**src/rtl/alu_pkg.sv**
```systemverilog
// Shared ALU definitions: divider FSM state encoding, default width, divide-by-zero constants.
// Latency: n/a (package).
// Backpressure: n/a (package).
package alu_pkg;

    // Divider FSM states.
    typedef enum logic [1:0] {
        IDLE = 2'd0,
        BUSY = 2'd1,
        DONE = 2'd2
    } divu_state_t;

    localparam int DIV_WIDTH_DEFAULT = 32;

    // Divide-by-zero result: every quotient bit takes DBZ_Q_FILL (all-ones quotient),
    // and the remainder is the untouched dividend.
    localparam logic DBZ_Q_FILL = 1'b1;

endpackage

```
**src/rtl/divu_seq_if.sv**
```systemverilog
// Operand/result bundle for the sequential unsigned divider.
// Latency: n/a (wiring only).
// Backpressure: in_valid/in_ready on the request side, out_valid/out_ready on the result side.
//   master: issues A/B with in_valid, raises flush, consumes Q/R/dbz with out_ready.
//   slave : the divider itself.
interface divu_seq_if #(
    parameter int WIDTH = alu_pkg::DIV_WIDTH_DEFAULT
);
    logic             in_valid;
    logic             in_ready;
    logic [WIDTH-1:0] A;
    logic [WIDTH-1:0] B;
    logic             flush;
    logic             out_valid;
    logic             out_ready;
    logic [WIDTH-1:0] Q;
    logic [WIDTH-1:0] R;
    logic             dbz;

    modport master (
        output in_valid, A, B, flush, out_ready,
        input  in_ready, out_valid, Q, R, dbz
    );

    modport slave (
        input  in_valid, A, B, flush, out_ready,
        output in_ready, out_valid, Q, R, dbz
    );
endinterface

```
**src/rtl/divu_step.sv**
```systemverilog
// One restoring-division step: shift in the next dividend bit, trial-subtract, restore on borrow.
// Latency: combinational.
// Backpressure: none.
//   rem_lo  : low WIDTH bits of the partial remainder
//   dq      : dividend/quotient shift register
//   b       : divisor
//   rem_nxt : partial remainder after this step (WIDTH+1 bits)
//   dq_nxt  : shift register with the new quotient bit appended
module divu_step #(
    parameter int WIDTH = 32
) (
    input  logic [WIDTH-1:0] rem_lo,
    input  logic [WIDTH-1:0] dq,
    input  logic [WIDTH-1:0] b,
    output logic [WIDTH:0]   rem_nxt,
    output logic [WIDTH-1:0] dq_nxt
);
    logic [WIDTH:0] shifted;
    logic [WIDTH:0] diff;
    logic           borrow;

    assign shifted = {rem_lo, dq[WIDTH-1]};

    // Borrow-out subtractor: one extra bit on top catches the borrow of the (WIDTH+1)-bit subtract.
    assign {borrow, diff} = {1'b0, shifted} - {2'b00, b};

    // No borrow means shifted >= b: keep the difference and emit a 1 quotient bit.
    assign rem_nxt = borrow ? shifted : diff;
    assign dq_nxt  = {dq[WIDTH-2:0], ~borrow};
endmodule

```
**src/rtl/divu_seq.sv**
```systemverilog
// Sequential unsigned divider (DIVU/REMU), one restoring step per clock via divu_step.
// Latency: out_valid WIDTH+1 edges after acceptance, 1 edge for divide-by-zero.
// Backpressure: in_ready only in IDLE; result held in DONE until out_ready; flush aborts anything.
//   clk, rst_n : clock, asynchronous active-low reset
//   bus        : divu_seq_if slave (in_valid/in_ready/A/B/flush, out_valid/out_ready/Q/R/dbz)
module divu_seq
    import alu_pkg::*;
#(
    parameter int WIDTH = DIV_WIDTH_DEFAULT,
    parameter int CNT_W = 6
) (
    input  logic        clk,
    input  logic        rst_n,
    divu_seq_if.slave   bus
);
    divu_state_t      state;
    divu_state_t      state_nxt;

    logic [CNT_W-1:0] cnt;
    logic [WIDTH-1:0] dq;
    logic [WIDTH:0]   rem;
    logic [WIDTH-1:0] b_q;

    logic             in_ready_q;
    logic             out_valid_q;
    logic [WIDTH-1:0] q_q;
    logic [WIDTH-1:0] r_q;
    logic             dbz_q;

    logic [WIDTH:0]   step_rem;
    logic [WIDTH-1:0] step_dq;

    logic             accept;
    logic             b_zero;
    logic             last_step;

    // in_ready is a register so it reads 0 throughout reset and only rises on the first edge after.
    assign accept    = (state == IDLE) && in_ready_q && bus.in_valid;
    assign b_zero    = (bus.B == '0);
    assign last_step = (cnt == '0);

    divu_step #(.WIDTH(WIDTH)) u_step (
        .rem_lo  (rem[WIDTH-1:0]),
        .dq      (dq),
        .b       (b_q),
        .rem_nxt (step_rem),
        .dq_nxt  (step_dq)
    );

    // ---------------- FSM ----------------
    always_ff @(posedge clk or negedge rst_n) begin
        if (!rst_n) begin
            state <= IDLE;
        end else begin
            state <= state_nxt;
        end
    end

    always_comb begin
        state_nxt = state;
        if (bus.flush) begin
            state_nxt = IDLE;
        end else begin
            unique case (state)
                IDLE: if (accept) state_nxt = b_zero ? DONE : BUSY;
                BUSY: if (last_step) state_nxt = DONE;
                // Leave only once the consumer has actually seen out_valid.
                DONE: if (out_valid_q && bus.out_ready) state_nxt = IDLE;
                default: state_nxt = IDLE;
            endcase
        end
    end

    // out_valid trails entry into DONE by one edge, so the first DONE cycle is where the
    // result registers settle; a handshake can only happen from the second DONE cycle on.
    always_ff @(posedge clk or negedge rst_n) begin
        if (!rst_n) begin
            in_ready_q  <= 1'b0;
            out_valid_q <= 1'b0;
        end else begin
            in_ready_q  <= (state_nxt == IDLE);
            out_valid_q <= (state == DONE) && (state_nxt == DONE);
        end
    end

    // ---------------- datapath ----------------
    always_ff @(posedge clk or negedge rst_n) begin
        if (!rst_n) begin
            cnt   <= '0;
            dq    <= '0;
            rem   <= '0;
            b_q   <= '0;
            q_q   <= '0;
            r_q   <= '0;
            dbz_q <= 1'b0;
        end else if (!bus.flush) begin
            unique case (state)
                IDLE: begin
                    if (accept) begin
                        dq  <= bus.A;
                        b_q <= bus.B;
                        rem <= '0;
                        cnt <= CNT_W'(WIDTH - 1);
                        if (b_zero) begin
                            q_q   <= {WIDTH{DBZ_Q_FILL}};
                            r_q   <= bus.A;
                            dbz_q <= 1'b1;
                        end
                    end
                end
                BUSY: begin
                    dq  <= step_dq;
                    rem <= step_rem;
                    if (last_step) begin
                        q_q   <= step_dq;
                        r_q   <= step_rem[WIDTH-1:0];
                        dbz_q <= 1'b0;
                    end else begin
                        cnt <= cnt - 1'b1;
                    end
                end
                default: ;
            endcase
        end
    end

    // The partial remainder is always below the divisor, so its top bit never sets.
    a_rem_msb_zero: assert property (@(posedge clk) disable iff (!rst_n) rem[WIDTH] == 1'b0);

    assign bus.in_ready  = in_ready_q;
    assign bus.out_valid = out_valid_q;
    assign bus.Q         = q_q;
    assign bus.R         = r_q;
    assign bus.dbz       = dbz_q;
endmodule
```
**src/flat_wrapper.sv**
```systemverilog
// flat-port wrapper written by rule: the top's interface ports become plain ports
module divu_seq_flat import alu_pkg::*;
#(
    parameter int WIDTH = DIV_WIDTH_DEFAULT,
    parameter int CNT_W = 6
)
  (clk, rst_n, bus_in_valid, bus_A, bus_B, bus_flush, bus_out_ready, bus_in_ready, bus_out_valid, bus_Q, bus_R, bus_dbz);
  divu_seq_if #(.WIDTH(WIDTH)) bus_i ();
  input  logic clk;
  input  logic rst_n;
  input wire logic [$bits(bus_i.in_valid)-1:0] bus_in_valid;
  input wire logic [$bits(bus_i.A)-1:0] bus_A;
  input wire logic [$bits(bus_i.B)-1:0] bus_B;
  input wire logic [$bits(bus_i.flush)-1:0] bus_flush;
  input wire logic [$bits(bus_i.out_ready)-1:0] bus_out_ready;
  output wire logic [$bits(bus_i.in_ready)-1:0] bus_in_ready;
  output wire logic [$bits(bus_i.out_valid)-1:0] bus_out_valid;
  output wire logic [$bits(bus_i.Q)-1:0] bus_Q;
  output wire logic [$bits(bus_i.R)-1:0] bus_R;
  output wire logic [$bits(bus_i.dbz)-1:0] bus_dbz;
  assign bus_i.in_valid = bus_in_valid;
  assign bus_i.A = bus_A;
  assign bus_i.B = bus_B;
  assign bus_i.flush = bus_flush;
  assign bus_i.out_ready = bus_out_ready;
  assign bus_in_ready = bus_i.in_ready;
  assign bus_out_valid = bus_i.out_valid;
  assign bus_Q = bus_i.Q;
  assign bus_R = bus_i.R;
  assign bus_dbz = bus_i.dbz;
  divu_seq #(.WIDTH(WIDTH), .CNT_W(CNT_W)) u_core (.clk(clk), .rst_n(rst_n), .bus(bus_i));
endmodule
```
**config.mk**
```make
export PLATFORM = sky130hd
export DESIGN_NAME = divu_seq_flat
export DESIGN_NICKNAME = d
export VERILOG_FILES = /design/src/rtl/alu_pkg.sv /design/src/rtl/divu_seq_if.sv /design/src/rtl/divu_step.sv /design/src/rtl/divu_seq.sv /design/src/flat_wrapper.sv
export SDC_FILE = /design/constraint.sdc
export NUM_CORES = 1
export LEC_CHECK = 0
export ABC_AREA = 1
export CAP_MARGIN = 0
export CELL_PAD_IN_SITES_DETAIL_PLACEMENT = 0
export CELL_PAD_IN_SITES_GLOBAL_PLACEMENT = 2
export CORE_ASPECT_RATIO = 0.8
export CORE_MARGIN = 2
export CORE_UTILIZATION = 30
export DETAILED_ROUTE_END_ITERATION = 7
export PLACE_DENSITY = 0.79
export SYNTH_ARGS = -nofsm -noshare
export SYNTH_HDL_FRONTEND = slang
export SYNTH_SLANG_ARGS = --single-unit
```
**constraint.sdc**
```tcl
create_clock -name clk -period 2.9 [get_ports clk]
set_input_delay 0.29 -clock clk [delete_from_list [all_inputs] [get_ports clk]]
set_output_delay 0.29 -clock clk [all_outputs]
set_load 0.005 [all_outputs]
```
==> impl_metrics.tcl, run 1 <==
set metrics [dict create \
    status "completed" \
    fin_skew_ps 10.4 \
    slew_headroom_pct 54.7 \
    cts_tree "done" \
    cts.sinks 171 \
    die-area_mm2 0.0364 \
    syn-num-nets 1633 \
    netlist_instances 1530 \
    register_area_mm2 0.00428 \
    power_density_mw_per_mm2 680 \
    syn_area_per_cell_um2 6.84 \
    dpl.cell_count 2108 \
    final-setup-viol-count 0 \
    wl_per_cell_um 16.3 \
    ys_top_cells_by_area "dfrtp_1 41%, nand2_1 20%, inv_1 8.5%" \
    cts_buffers 17 \
    overflow 0 \
    area_delta_synth_final_pct 25.2 \
    cap_violations 0 \
    synthArstFlopShare_pct 100 \
    place_area_mm2 0.0125 \
    post-route-period-util_pct 87.5 \
    setup_slack_ps 361 \
    netlist_top_cells_count "550 x nand2_1, 237 x inv_1, 171 x dfrtp_1, 129 x nor2_1, 81 x o21ai_0" \
    synth-main-ff-cell "dfrtp_1" \
    nets 1759 \
    synth_seq_area_share_pct 40.9 \
    hp-class "input port to async pin" \
    cts_hold_buf 1 \
    grt_pass1_vias 9867 \
    wl_um 34800 \
    placementRows 61 \
    initial_core_util_pct 30.3 \
    dp_hpwl_um 26700 \
    cts-resized-gates 0 \
    die_width_um 213 \
    finalWeightedCongestion 0.872 \
    final_cell_area_mm2 0.0131 \
    drc 0 \
    grt_pass1_wl_um 55300 \
    routed-via-count 9828 \
    worst_hold_slack_ps 404 \
    first_pass_iters 5 \
    grt_max_degree 97 \
    drive_above_1_share_pct 7.07 \
    r2r-start "u_core.dq[31]" \
    worst_setup_path_end_kind "flop" \
    netlist_area_mm2 0.0105 \
    hold_viol_final 0 \
    core-area_mm2 0.0346 \
    ctsRootBufferMaster "clkbuf_16" \
    arrival_ps 2880 \
    reg2reg_to "u_core.bus.R[26]" \
    antenna_found_initial 0 \
    htree_num_levels 4 \
    multiInputGateArea_mm2 0.00507 \
    cp-start-kind "flop" \
    portBuffers 135 \
    synth_cell_types 34 \
    reg2regPathDepth 16 \
    setup.worst_path.class "flop to flop" \
    cp.required_ps 3240 \
    r2r_setup_slack_ps 360 \
    ir_worst_vdd_uv 436 \
    tightest_slew_ps 679 \
    yosysTopAreaCell "dfrtp_1" \
    antenna_cells 0 \
    die_h_um 171 \
    ys_warn_count 0 \
    netlist.area_leader.share_pct 40.9 \
    synthMostInstantiatedCell "nand2_1" \
    rsz0062_at_grt "no" \
    fin_setup_tns_ps 0 \
    io_pins 136 \
    place_ws_ps 104 \
    first_iter_violations 599 \
    p_leak_nw 6.97 \
    ant_nets 0 \
    track_usage_pct 20.0 \
    cp_max_fo 4 \
    maxSlewViolCount 0 \
    postCtsSetupBuffers 0 \
    path_clk_slew_ps 70 \
    vias_per_cell 4.59 \
    synth_edf_count 0 \
    max-clock-path-buffers 2 \
    min_period_ps 2540 \
    fmax_mhz 394 \
    synth_seq_cells 171 \
    instances_no_fill 2141 \
    fillCellCount 3700 \
    clock_latency_ps 450 \
]
[per-stage QoR]
step	utilization [%]	power, mW
4_1_cts	37.9	9.03
6_report	37.9	8.91
3_3_place_gp	36.1	6.51
2_1_floorplan	-	4.92
3_5_place_dp	36.1	6.54
5_1_grt	37.9	9.56
[area by class of cell]
type | instances | area share (%)
timing repair buffer | 162 | 12.7
inverter | 239 | 6.85
multi-input combinational | 1065 | 38.7
tap | 472 | 4.51
clock inverter | 12 | 1.24
sequential | 171 | 32.7
clock buffer | 20 | 3.41
[worst max-delay path, cell delays in order (launching register included)]
cell and delay (ps):
dfrtp_1 410, inv_1 80, ha_1 130, inv_1 80, fa_1 440, nand2_1 100, nand3_1 250, nand2_1 140
nand2_1 150, nand2_1 160, nand2_1 60, nand2_1 60, nand2_1 100, nand2_2 110, nand3_1 60, nand2_1 60
inv_1 30
[registers in the layout, summed over array words and instances (netlist names)]
name,cells
u_core.b_q,32
u_core.rem,32
u_core.bus.R,32
u_core.bus.Q,32
u_core.cnt,6
u_core.state,2
u_core.bus.in_ready,1
u_core.dq,32
u_core.bus.out_valid,1
u_core.bus.dbz,1
[report_power, final]
part | internal [mW] | switching, mW | total [mW]
registers | 3.03 | 0.408 | 3.44
logic | 1.45 | 1.58 | 3.03
clock network | 1.39 | 1.05 | 2.44
[worst max-delay path by stage]
stage,start,end,cells past startpoint
2_1_floorplan,u_core.rem[7],u_core.bus.R[22],15
3_3_place_gp,bus_B[21],u_core.bus.R[5],15
3_5_place_dp,bus_B[21],u_core.bus.R[11],15
4_1_cts,u_core.rem[14],u_core.rem[30],16
5_1_grt,u_core.dq[31],u_core.bus.R[26],16
6_report,u_core.dq[31],u_core.bus.R[26],16
[layer usage]
layer / global-route usage (%) / share of wire (%)
met2: 31.4 / 44
met5: 0 / 0
met3: 3.05 / 3.8
met1: 28.3 / 50
met4: 5.78 / 1.6
[placed cells by master, fill, tap and decap left out, types with 2 or more instances in the layout]
master | synthesis | layout
a21oi_1 | 23 | 23
a2bb2oi_1 | 9 | 9
a31oi_1 | 23 | 23
and2_1 | 3 | 3
buf_12 | 0 | 8
buf_4 | 0 | 18
bufinv_16 | 0 | 3
clkbuf_1 | 36 | 2
clkbuf_16 | 0 | 17
clkdlybuf4s50_1 | 0 | 134
clkinvlp_4 | 0 | 5
dfrtp_1 | 171 | 171
ha_1 | 33 | 33
inv_1 | 237 | 236
inv_2 | 2 | 3
inv_6 | 0 | 3
nand2_1 | 550 | 550
nand2_2 | 32 | 32
nand3_1 | 73 | 73
nand4_1 | 42 | 42
nor2_1 | 129 | 126
nor2_4 | 1 | 4
nor3_1 | 7 | 7
o21ai_0 | 81 | 81
or2_0 | 13 | 13
or2_1 | 4 | 4
or2_2 | 17 | 17
xor2_1 | 15 | 15
[kinds of logic after synthesis]
logic type / synth area share [%]
compound gates: 7.50
xor+xnor: 1.26
fa+ha+maj: 4.14
buf+inv: 10.9
flops: 40.9
simple gates: 35.3
No activity file was read; power rests on OpenSTA's default activity.
==> run 2: changes to the inputs <==
Settings changed: ABC_CLOCK_PERIOD_IN_PS set to 2900, CORE_UTILIZATION 30 to 31, PLACE_DENSITY 0.79 to 0.81.
==> impl_metrics.tcl, run 2 (synthesis gave the netlist of run 1 again) <==
set metrics [dict create \
    reg2regPathDepth 16 \
    final_cell_mix "550 x nand2_1, 236 x inv_1, 171 x dfrtp_1, 134 x clkdlybuf4s50_1, 126 x nor2_1" \
    status "completed" \
    post-route-period-util_pct 87.5 \
    cts_tree "done" \
    worst_hold_slack_ps 299 \
    grt_max_degree 97 \
    grt_pass1_wl_um 54500 \
    finalWeightedCongestion 0.880 \
    fmax_mhz 394 \
    instances_no_fill 2098 \
    crit_slowest_cell "fa_1" \
    first_iter_violations 616 \
    ctsRootBufferMaster "clkbuf_16" \
    cp_max_fo 4 \
    fin_skew_ps 13.7 \
    cp-start-kind "flop" \
    power_density_mw_per_mm2 685 \
    ant_nets 0 \
    cts_buffers 17 \
    grt_pass1_vias 9745 \
    drive_above_1_share_pct 6.85 \
    fillCellCount 3596 \
    vias_per_cell 4.63 \
    nets 1754 \
    core-area_mm2 0.0334 \
    arrival_ps 2880 \
    dp_hpwl_um 25900 \
    fin_setup_tns_ps 0 \
    rsz0062_at_grt "no" \
    final-setup-viol-count 0 \
    dpl.cell_count 2065 \
    clock_latency_ps 450 \
    worst_setup_path_end_kind "flop" \
    post-route-util_pct 38.9 \
    io_pins 136 \
    cts.sinks 171 \
    p_leak_nw 6.95 \
    cap_violations 0 \
    die_width_um 209 \
    path_depth 16 \
    hold_viol_final 0 \
    track_usage_pct 20.0 \
    overflow 0 \
    routed-via-count 9711 \
    min_period_ps 2540 \
    area_delta_synth_final_pct 24.1 \
    htree_num_levels 4 \
    postCtsSetupBuffers 0 \
    path_clk_slew_ps 70 \
    register_area_mm2 0.00428 \
    final_common_cell "nand2_1" \
    cpPeakStageDelay_ps 450 \
    portBuffers 135 \
    die-area_mm2 0.0352 \
    antenna_cells 0 \
    tightest_slew_ps 1010 \
    max-clock-path-buffers 2 \
    slew_headroom_pct 32.3 \
    ir_worst_vdd_uv 357 \
    critPathTopFamily "simple AND/OR/NAND/NOR gates" \
    cp.required_ps 3240 \
    r2r_setup_slack_ps 360 \
    cts-resized-gates 0 \
    hp-class "input port to async pin" \
    placementRows 60 \
    antenna_found_initial 0 \
    critPathMostFrequentCell "nand2_1" \
    cp_cell_sequence "inv_1, ha_1, inv_1, fa_1, nand2_1, nand3_1, nand2_1, nand2_1, nand2_1, nand2_1, nand2_1, nand2_1, nand2_2, nand3_1, nand2_1, inv_1" \
    wl_per_cell_um 16.3 \
    wl_um 34200 \
    maxSlewViolCount 0 \
    first_pass_iters 5 \
    drc 0 \
    setup.worst_path.class "flop to flop" \
    crit_buf_inv 3 \
    multiInputGateArea_mm2 0.00507 \
    initial_core_util_pct 31.3 \
    die_h_um 168 \
]
run 2: cell types whose count changed in the layout (fill, tap and decap cells not counted), sizes merged:
cell | previous run | this run
clkinv | 1 | 4
inv | 242 | 241
clkinvlp | 5 | 3
buf | 27 | 22
run 2: power breakdown:
group          total, mW  internal, mW  switching (mW)
registers           3.42          3.03           0.386
logic               3.01          1.44            1.57
clock network       2.47          1.41            1.06
run 2: per-layer routing:
metal	GRT usage, %	wire length, µm	vias to the layer above
met5	0	0	-
met4	3.98	257	0
met3	3.08	1170	13
met2	31.9	15100	179
met1	28.9	17600	4550
li1	-	-	4969
run 2: worst paths after layout:
kind,start,end
hold / removal,rst_n,u_core.b_q[16]
hold reg to reg,u_core.bus.Q[20],u_core.bus.Q[20]
setup reg to reg,u_core.dq[31],u_core.bus.R[26]
setup / recovery,u_core.dq[31],u_core.bus.R[26]
min in group clk,bus_B[4],u_core.b_q[4]
max in group asynchronous,rst_n,u_core.cnt[2]
run 2: layout make-up:
| type | count | share of cell area, % |
|---|---|---|
| sequential | 171 | 32.9 |
| clock inverter | 12 | 1.26 |
| timing repair buffer | 157 | 12.2 |
| inverter | 239 | 6.91 |
| clock buffer | 20 | 3.52 |
| multi-input combinational | 1065 | 39.0 |
| tap | 434 | 4.18 |
run 2: timing repair:
action,in CTS,in global routing
endpoints found under the setup margin,0,0
hold endpoints to repair,28,0
hold buffers,1,0
run 2: stage by stage:
| step | area [µm²] | worst slack (ps) | total power [mW] |
|---|---|---|---|
| 3_5_place_dp | 12400 | 106 | 6.50 |
| 4_1_cts | 13000 | 374 | 9.01 |
| 6_report | 13000 | 363 | 8.90 |
| 2_1_floorplan | 10500 | 883 | 4.92 |
| 3_3_place_gp | 12400 | 129 | 6.48 |
| 5_1_grt | 13000 | 127 | 9.51 |
==> run 3: changes to the inputs <==
==> constraint.sdc (replaced) <==
create_clock -name clk -period 2.9 [get_ports clk]
set_input_delay 0.29 -clock clk [delete_from_list [all_inputs] [get_ports clk]]
set_output_delay 0.29 -clock clk [all_outputs]
set_load 0.01 [all_outputs]
==> results of run 3 <==
The final DEF is identical to that of run 2. Status: completed.
Main changes from that run: total power 8.90 mW -> 9.07 mW
